<file path="src/rtl/alu_seq_if.sv">
// Operand/result bus and BEGIN/END handshake for the sequential ALU.
interface alu_seq_if;
    logic       BEGIN;
    logic [1:0] op_code;
    logic [7:0] inbus;
    logic [7:0] outbus;
    logic       END;

    modport master (output BEGIN, op_code, inbus, input outbus, END);
    modport slave  (input BEGIN, op_code, inbus, output outbus, END);
endinterface

</file>
<file path="src/rtl/alu_seq.sv">
// Sequential 8-bit ALU: add, sub, Booth radix-2 signed multiply and restoring
// unsigned divide over a shared 8-bit bus, driven by a one-hot FSM.
module alu_seq (
    input  logic        clk,
    input  logic        reset,
    alu_seq_if.slave    bus,
    output logic [16:0] act_state_debug,
    output logic [16:0] next_state_debug,
    output logic [8:0]  A_reg_debug,
    output logic [8:0]  Q_reg_debug,
    output logic [8:0]  M_reg_debug
);
    typedef enum logic [16:0] {
        IDLE        = 17'h00001,
        LOAD_B      = 17'h00002,
        ADD         = 17'h00004,
        SUB         = 17'h00008,
        MUL_TEST    = 17'h00010,
        MUL_ADD     = 17'h00020,
        MUL_SUB     = 17'h00040,
        MUL_SHIFT   = 17'h00080,
        MUL_CHECK   = 17'h00100,
        DIV_SHIFT   = 17'h00200,
        DIV_SUB     = 17'h00400,
        DIV_RESTORE = 17'h00800,
        DIV_SETQ    = 17'h01000,
        DIV_CHECK   = 17'h02000,
        OUT_HI      = 17'h04000,
        OUT_LO      = 17'h08000,
        DONE        = 17'h10000
    } state_t;

    localparam logic [1:0] OP_ADD = 2'b00;
    localparam logic [1:0] OP_SUB = 2'b01;
    localparam logic [1:0] OP_MUL = 2'b10;
    localparam logic [1:0] OP_DIV = 2'b11;

    state_t      state, nxt;
    logic [8:0]  a_reg, q_reg, m_reg;
    logic [2:0]  cnt;
    logic [1:0]  op;
    logic [7:0]  out_r;
    logic        end_r;
    logic [8:0]  sum, diff;

    assign sum  = a_reg + m_reg;
    assign diff = a_reg - m_reg;

    always_comb begin
        nxt = state;
        case (state)
            IDLE:        nxt = bus.BEGIN ? LOAD_B : IDLE;
            LOAD_B: begin
                case (op)
                    OP_ADD:  nxt = ADD;
                    OP_SUB:  nxt = SUB;
                    OP_MUL:  nxt = MUL_TEST;
                    default: nxt = DIV_SHIFT;
                endcase
            end
            ADD, SUB:    nxt = OUT_LO;
            MUL_TEST: begin
                case (q_reg[1:0])
                    2'b01:   nxt = MUL_ADD;
                    2'b10:   nxt = MUL_SUB;
                    default: nxt = MUL_SHIFT;
                endcase
            end
            MUL_ADD, MUL_SUB: nxt = MUL_SHIFT;
            MUL_SHIFT:   nxt = MUL_CHECK;
            MUL_CHECK:   nxt = (cnt == 3'd7) ? OUT_HI : MUL_TEST;
            DIV_SHIFT:   nxt = DIV_SUB;
            // The branch looks at the sign of the difference being written this cycle.
            DIV_SUB:     nxt = diff[8] ? DIV_RESTORE : DIV_SETQ;
            DIV_RESTORE, DIV_SETQ: nxt = DIV_CHECK;
            DIV_CHECK:   nxt = (cnt == 3'd7) ? OUT_HI : DIV_SHIFT;
            OUT_HI:      nxt = OUT_LO;
            OUT_LO:      nxt = DONE;
            DONE:        nxt = bus.BEGIN ? DONE : IDLE;
            default:     nxt = IDLE;
        endcase
    end

    always_ff @(posedge clk) begin
        if (reset) begin
            state <= IDLE;
            a_reg <= '0;
            q_reg <= '0;
            m_reg <= '0;
            cnt   <= '0;
            op    <= '0;
            out_r <= '0;
            end_r <= 1'b0;
        end else begin
            state <= nxt;
            end_r <= 1'b0;
            case (state)
                IDLE: begin
                    out_r <= '0;
                    if (bus.BEGIN) begin
                        op <= bus.op_code;
                        if (bus.op_code[1]) begin
                            a_reg <= '0;
                            q_reg <= {bus.inbus, 1'b0};
                        end else begin
                            a_reg <= {bus.inbus[7], bus.inbus};
                            q_reg <= '0;
                        end
                    end
                end
                LOAD_B: begin
                    m_reg <= (op == OP_DIV) ? {1'b0, bus.inbus} : {bus.inbus[7], bus.inbus};
                    cnt   <= '0;
                end
                // Add/sub publish the new A directly, so the byte lands with END.
                ADD: begin
                    a_reg <= sum;
                    out_r <= sum[7:0];
                    end_r <= 1'b1;
                end
                SUB: begin
                    a_reg <= diff;
                    out_r <= diff[7:0];
                    end_r <= 1'b1;
                end
                MUL_ADD:     a_reg <= sum;
                MUL_SUB:     a_reg <= diff;
                MUL_SHIFT:   {a_reg, q_reg} <= {a_reg[8], a_reg, q_reg[8:1]};
                MUL_CHECK: begin
                    if (cnt == 3'd7) out_r <= a_reg[7:0];
                    else             cnt   <= cnt + 3'd1;
                end
                DIV_SHIFT: begin
                    a_reg <= {a_reg[7:0], q_reg[8]};
                    q_reg <= {q_reg[7:1], 1'b0, q_reg[0]};
                end
                DIV_SUB:     a_reg <= diff;
                DIV_RESTORE: begin
                    a_reg    <= sum;
                    q_reg[1] <= 1'b0;
                end
                DIV_SETQ:    q_reg[1] <= 1'b1;
                DIV_CHECK: begin
                    if (cnt == 3'd7) out_r <= q_reg[8:1];
                    else             cnt   <= cnt + 3'd1;
                end
                OUT_HI: begin
                    out_r <= (op == OP_MUL) ? q_reg[8:1] : a_reg[7:0];
                    end_r <= 1'b1;
                end
                DONE: if (!bus.BEGIN) out_r <= '0;
                default: ;
            endcase
        end
    end

    assign bus.outbus       = out_r;
    assign bus.END          = end_r;
    assign act_state_debug  = state;
    assign next_state_debug = nxt;
    assign A_reg_debug      = a_reg;
    assign Q_reg_debug      = q_reg;
    assign M_reg_debug      = m_reg;
endmodule

</file>
<file path="src/flat_wrapper.sv">
// flat-port wrapper written by rule: the top's interface ports become plain ports
module alu_seq_flat 
  (clk, reset, act_state_debug, next_state_debug, A_reg_debug, Q_reg_debug, M_reg_debug, bus_BEGIN, bus_op_code, bus_inbus, bus_outbus, bus_END);
  alu_seq_if bus_i ();
  input  logic clk;
  input  logic reset;
  output logic [16:0] act_state_debug;
  output logic [16:0] next_state_debug;
  output logic [8:0] A_reg_debug;
  output logic [8:0] Q_reg_debug;
  output logic [8:0] M_reg_debug;
  input wire logic [$bits(bus_i.BEGIN)-1:0] bus_BEGIN;
  input wire logic [$bits(bus_i.op_code)-1:0] bus_op_code;
  input wire logic [$bits(bus_i.inbus)-1:0] bus_inbus;
  output wire logic [$bits(bus_i.outbus)-1:0] bus_outbus;
  output wire logic [$bits(bus_i.END)-1:0] bus_END;
  assign bus_i.BEGIN = bus_BEGIN;
  assign bus_i.op_code = bus_op_code;
  assign bus_i.inbus = bus_inbus;
  assign bus_outbus = bus_i.outbus;
  assign bus_END = bus_i.END;
  alu_seq u_core (.clk(clk), .reset(reset), .bus(bus_i), .act_state_debug(act_state_debug), .next_state_debug(next_state_debug), .A_reg_debug(A_reg_debug), .Q_reg_debug(Q_reg_debug), .M_reg_debug(M_reg_debug));
endmodule
</file>
<file path="config.mk">
export PLATFORM = sky130hd
export DESIGN_NAME = alu_seq_flat
export DESIGN_NICKNAME = d
export VERILOG_FILES = /design/src/rtl/alu_seq_if.sv /design/src/rtl/alu_seq.sv /design/src/flat_wrapper.sv
export SDC_FILE = /design/constraint.sdc
export NUM_CORES = 1
export LEC_CHECK = 0
export CAP_MARGIN = 0
export CORE_MARGIN = 3
export CORE_UTILIZATION = 44
export CTS_CLUSTER_DIAMETER = 150
export CTS_CLUSTER_SIZE = 28
export DETAILED_ROUTE_END_ITERATION = 10
export GPL_ROUTABILITY_DRIVEN = 1
export PLACE_DENSITY = 0.73
export REMOVE_ABC_BUFFERS = 1
export SLEW_MARGIN = 10
export SYNTH_ARGS = -nofsm -noshare
export SYNTH_HDL_FRONTEND = slang
export SYNTH_SLANG_ARGS = --single-unit
</file>
<file path="constraint.sdc">
create_clock -name clk -period 2.3 [get_ports clk]
set_clock_uncertainty 0.15 [all_clocks]
set_input_delay 0.23 -clock clk [delete_from_list [all_inputs] [get_ports clk]]
set_output_delay 0.23 -clock clk [all_outputs]
set_load 0.02 [all_outputs]
</file>
Word level (Yosys, flattened, before mapping)

Index checks and enable logic that the tools add are counted.

Flip-flop bits (word level): 58
Input bits: 13
Output and inout bits: 70

Add/subtract/negate cells: 3
Equal/unequal tests: 28
Multiplexer cells: 25
Bitwise gates (word level): 1
Reduce and logical (&&, ||, !) cells: 23

Operators by type and width:

| operator                                                                | count |
|---|---|
| 17-bit one-hot mux with 13 select lines                                 | 1 |
| 8-bit one-hot mux with 7 select lines                                   | 1 |
| 9-bit 2-to-1 mux                                                        | 5 |
| 9-bit one-hot mux with 5 select lines                                   | 1 |
| 8-bit 2-to-1 mux                                                        | 4 |
| 15-bit 2-to-1 mux                                                       | 2 |
| 10-bit one-hot mux with 3 select lines                                  | 1 |
| 7-bit one-hot mux with 3 select lines                                   | 1 |
| 17-bit by 1-bit equality test with 1-bit output, second input constant  | 1 |
| 17-bit by 10-bit equality test with 1-bit output, second input constant | 1 |
| 17-bit by 11-bit equality test with 1-bit output, second input constant | 1 |
| 17-bit by 12-bit equality test with 1-bit output, second input constant | 1 |
| 17-bit by 13-bit equality test with 1-bit output, second input constant | 1 |
| 17-bit by 14-bit equality test with 1-bit output, second input constant | 1 |
| 17-bit by 15-bit equality test with 1-bit output, second input constant | 1 |
| 17-bit by 16-bit equality test with 1-bit output, second input constant | 1 |
| 17-bit equality test, second input constant                             | 1 |
| 17-bit by 2-bit equality test with 1-bit output, second input constant  | 1 |
| 17-bit by 3-bit equality test with 1-bit output, second input constant  | 1 |
| 17-bit by 4-bit equality test with 1-bit output, second input constant  | 1 |
| 17-bit by 5-bit equality test with 1-bit output, second input constant  | 1 |
| 17-bit by 6-bit equality test with 1-bit output, second input constant  | 1 |
| 17-bit by 7-bit equality test with 1-bit output, second input constant  | 1 |
| 17-bit by 8-bit equality test with 1-bit output, second input constant  | 1 |
| other kinds (30)                                                        | 48 |

Longest topological paths before layout

Depth after elaboration: 4
Gate-level depth with buffers: 11

Least setup slack after synthesis

Ideal clock, no wire load.

Kind: reg2reg
Start: register u_core.state[8], in the netlist u_core.act_state_debug[8]
End: register u_core.a_reg[7], in the netlist u_core.A_reg_debug[7]
Setup time: 0.134 ns
Arrival: 2.300 ns
Required time: 2.016 ns
Slack: -0.285 ns
Cell stages (with the launch flop): 9
Buffers on the path: 1
Period minus slack after synthesis: 2.585 ns
Path through: dfxtp_1 nor4_4 nand2_1 nor4_4 nor3_1 and3_1 buf_2 a2111oi_4 a211oi_2

Word-level cells in the longest chain between the ends: 4
Elaborated cells between the ends (all ways): 15
Those cells by class: eq/ne: 10; mux: 1; reduce/logical: 4

RTL lines:

| element                                                                       | RTL line       | RTL |
|---|---|---|
| start, declared                                                               | alu_seq.sv:38  | `state_t state, nxt;` |
| start signal, assigned                                                        | alu_seq.sv:95  | `state <= nxt;` |
| 17-bit by 7-bit equality test with 1-bit output, or another cell as far along | alu_seq.sv:97  | `case (state)` |
| 3-bit OR reduction (no line)                                                  | -              |  |
| 5-bit nonzero test (no line)                                                  | -              |  |
| 2-bit AND reduction (no line)                                                 | -              |  |
| end signal, assigned                                                          | alu_seq.sv:106 | `a_reg <= {bus.inbus[7], bus.inbus};` |
| end signal, assigned                                                          | alu_seq.sv:117 | `a_reg <= sum;` |
| end signal, assigned                                                          | alu_seq.sv:122 | `a_reg <= diff;` |
| end, declared                                                                 | alu_seq.sv:39  | `logic [8:0] a_reg, q_reg, m_reg;` |

Several ways; a longest one is shown, not always the timed one.
A chain may end at the register's enable or synchronous reset.

Final worst setup path

Start: register u_core.state[13], in the netlist u_core.act_state_debug[13]
End: output next_state_debug[0]

Word-level cells in the longest chain between the ends: 3
Elaborated cells between the ends (all ways): 21
Those cells by class: eq/ne: 17; mux: 1; reduce/logical: 3

RTL lines:

| element                                                                       | RTL line          | RTL |
|---|---|---|
| 17-bit by 3-bit equality test with 1-bit output, or another cell as far along | alu_seq.sv:51     | `case (state)` |
| 3-bit OR reduction (no line) / 2-bit OR reduction (equally long branches)     | -                 |  |
| 17-bit one-hot mux with 13 select lines (*)                                   | alu_seq.sv:51     |  |
| end, declared                                                                 | flat_wrapper.sv:8 | `output logic [16:0] next_state_debug;` |

Mark *: on every way between the ends. The rest lies on a longest branch, timed or not.

==> flow_metrics.tcl <==
set metrics [dict create \
    place.detailed.hpwl_um 11300 \
    fill_cells 448 \
    drive_above_1_share 0.480 \
    setup_violations 47 \
    finalCriticalPeriod_ns 2.88 \
    crit_fanout 4 \
    fin_ws_ns -0.576 \
    h-tree-depth 3 \
    finalInstanceArea_um2 7210 \
    grt_util_all_layers 0.333 \
    cts_root_buffer "clkbuf_8" \
    grt_max_degree 53 \
    core.rowCount 33 \
    end_kind "output port" \
    synthDistinctLibCells 64 \
    start_kind "flop" \
    synth_async_sr_flop_share 0 \
    ys.flop_type "dfxtp_1" \
    drv_cap 0 \
    dr.pass1.iters 6 \
    grt_pass1_wl_um 26200 \
    holdWs_ns 0.236 \
    period_share 1.25 \
    violations "setup timing" \
    area_delta_synth_final_pct 83.6 \
    required_ns 1.92 \
    run_status "finished, violations left" \
    io_buffers 82 \
    die_y_um 100 \
    grt_pass1_vias 4873 \
    placed_cell_area_um2 5760 \
    synth-seq-cells 58 \
    cts_hold_buf 0 \
    p_per_area_nw_per_um2 552 \
    cts_tree "built" \
    cts_sinks 58 \
    vias_per_cell 6.05 \
    initial_core_util 0.466 \
    cp_data_arrival_time_ns 2.50 \
    fmax_mhz 348 \
    postSynthCellCount 466 \
    ir_worst_vdd_mv 0.439 \
    synthesis.area_um2 3920 \
    clk_pin_slew_worst_paths_ns 0.08 \
    finalSetupTns_ns -14.22 \
    seq_area_um2 1170 \
    rsz0062_at_grt "true" \
    tightest_slew_ns 0.436 \
    post_drt_wl_per_cell_um 21.9 \
    maxSlewHeadroom 0.707 \
    seq_area_frac_synth 0.296 \
    die-width_um 100 \
    p_total_mw 3.98 \
    fin_nets 745 \
    place.gp.congestion 0.950 \
    cts_inserted_buffers 9 \
    die_area_um2 10100 \
    drtAntennaViolNets 0 \
    insertion_delay_ns 0.36 \
    ios 83 \
    antenna_found_initial 0 \
    drc 0 \
    synth_edf_count 0 \
    num_vias 4957 \
    crit_type "flop to output port" \
    multi_input_area_um2 3240 \
    post-route-util 0.855 \
    yosysWarnings 0 \
    drt_iter0_drc 516 \
    hold_path.class "input pin to flop" \
    cts.path.max_buffers 2 \
    p_leak_nw 2.85 \
    hold_viol 0 \
    avgSynthCellArea_um2 8.42 \
    overflow 0 \
    coreArea_um2 8420 \
    slew_viol_final 0 \
    antennaDiodeCount 0 \
    drt-total-wl_um 18000 \
]
==> sequential cells by signal, summed over array words and instances, names as in the netlist <==
name / count
u_core.bus.END: 1
u_core.M_reg_debug: 9
u_core.A_reg_debug: 9
u_core.op: 2
u_core.Q_reg_debug: 9
u_core.cnt: 3
u_core.bus.outbus: 8
u_core.act_state_debug: 17
==> cells by family (layout without fill, tap and decap cells) <==
| logic type | Yosys count | count (layout) | synth area share |
|---|---|---|---|
| AO/OA/AOI/OAI | 119 | 119 | 0.230 |
| multiplexers | 9 | 9 | 0.0230 |
| adder cells (fa/ha/maj) | 22 | 22 | 0.0740 |
| XOR/XNOR | 13 | 13 | 0.0290 |
| flip-flops | 58 | 58 | 0.296 |
| buffers and inverters | 45 | 293 | 0.0507 |
| AND/OR/NAND/NOR | 200 | 201 | 0.298 |
==> synth_stat cells (3+ instances only) <==
master | n | area, um2
mux2i_1 | 9 | 90.1
nor3_1 | 17 | 85.1
o221ai_1 | 6 | 52.6
a21oi_1 | 21 | 105
nor2b_1 | 19 | 119
inv_1 | 26 | 97.6
or2_1 | 3 | 18.8
a211oi_1 | 11 | 82.6
nand3b_1 | 3 | 22.5
nand3_1 | 5 | 25.0
nor4_4 | 6 | 128
a221oi_1 | 7 | 61.3
clkbuf_1 | 9 | 33.8
nand4_1 | 3 | 18.8
nor4_2 | 3 | 37.5
nand2_1 | 38 | 143
nor2_1 | 56 | 210
or3_1 | 5 | 31.3
xnor2_1 | 9 | 78.8
a311oi_1 | 9 | 78.8
xor2_1 | 4 | 35.0
o21ai_0 | 15 | 75.1
nand2b_1 | 11 | 68.8
dfxtp_1 | 58 | 1160
nor4_1 | 9 | 56.3
buf_2 | 6 | 30.0
o2bb2ai_1 | 3 | 26.3
a222oi_1 | 3 | 30.0
a22oi_1 | 14 | 105
ha_1 | 20 | 250
o21a_1 | 3 | 22.5
o22ai_1 | 5 | 31.3
a22o_1 | 4 | 35.0
and2_1 | 5 | 31.3
==> layer usage <==
layer,up-vias,global-route usage,part of all wire
met5,-,0,0
met4,0,0.114,0.033
met3,61,0.0751,0.073
met2,275,0.525,0.47
met1,2411,0.450,0.42
li1,2210,-,-
==> worst max-delay path, stage by stage, from the launching register on <==
cell	delay, ns
dfxtp_2	0.34
nor4_4	0.31
buf_6	0.18
buf_4	0.12
nand3_4	0.10
nor4_4	0.41
nor3_2	0.09
nor2b_1	0.17
a41o_1	0.26
buf_6	0.14
==> area by class of cell <==
class	instances	share of cell area
inverters	26	0.0135
clock buffers	9	0.0172
clock inverters	7	0.0174
multi-input cells	364	0.450
flip-flops and latches	58	0.163
well taps	105	0.0182
repair buffers	251	0.321
==> power by group <==
group | switching (mW) | internal, mW | total (mW)
Sequential | 0.0752 | 1.06 | 1.14
Clock | 0.518 | 0.729 | 1.25
Combinational | 0.815 | 0.779 | 1.59
Total | 1.41 | 2.57 | 3.98
==> placed cells by master, fill, tap and decap left out, types with 4 or more instances in the layout <==
cell type,count
nor3_1,9
buf_12,6
nor2_1,46
a211oi_2,11
o21ai_1,9
xnor2_1,6
nor3_4,6
a22oi_1,12
a221oi_1,4
buf_4,129
nor2b_1,16
nand2b_1,11
clkbuf_8,9
dfxtp_2,9
xor2_1,4
inv_1,23
nor2_2,9
nand2_1,25
nand3_1,4
a21oi_1,14
buf_6,50
nor4_4,13
dfxtp_1,49
clkdlybuf4s50_1,64
mux2i_1,8
and2_4,4
a22o_1,4
nand2_2,9
a311oi_2,6
nand2_4,4
a21oi_2,7
ha_1,19
==> through the flow <==
| step | worst slack, ns | std cells |
|---|---|---|
| 2_1_floorplan | -0.843 | 447 |
| 3_3_place_gp | -0.640 | 763 |
| 3_5_place_dp | -0.716 | 763 |
| 4_1_cts | -0.481 | 811 |
| 5_1_grt | -0.657 | 820 |
| 6_report | -0.576 | 820 |
==> timing repair <==
item	CTS	global route
endpoints found under the setup margin	48	54
pin swaps	57	46
cloned	2	0
setup buffers	35	17
endpoints found under the hold margin	0	0
resized for setup	227	78
==> path summary, 6_finish.rpt <==
| kind | from | endpoint | slack (ns) | cells past startpoint |
|---|---|---|---|---|
| min reg2reg | u_core.bus.outbus[5] | u_core.bus.outbus[5] | 0.33 | 2 |
| max | u_core.act_state_debug[13] | next_state_debug[0] | -0.58 | 9 |
| min | reset | u_core.cnt[2] | 0.24 | 3 |
| max reg2reg | u_core.act_state_debug[13] | u_core.A_reg_debug[4] | -0.47 | 12 |
(Power assumes the default switching activity.)
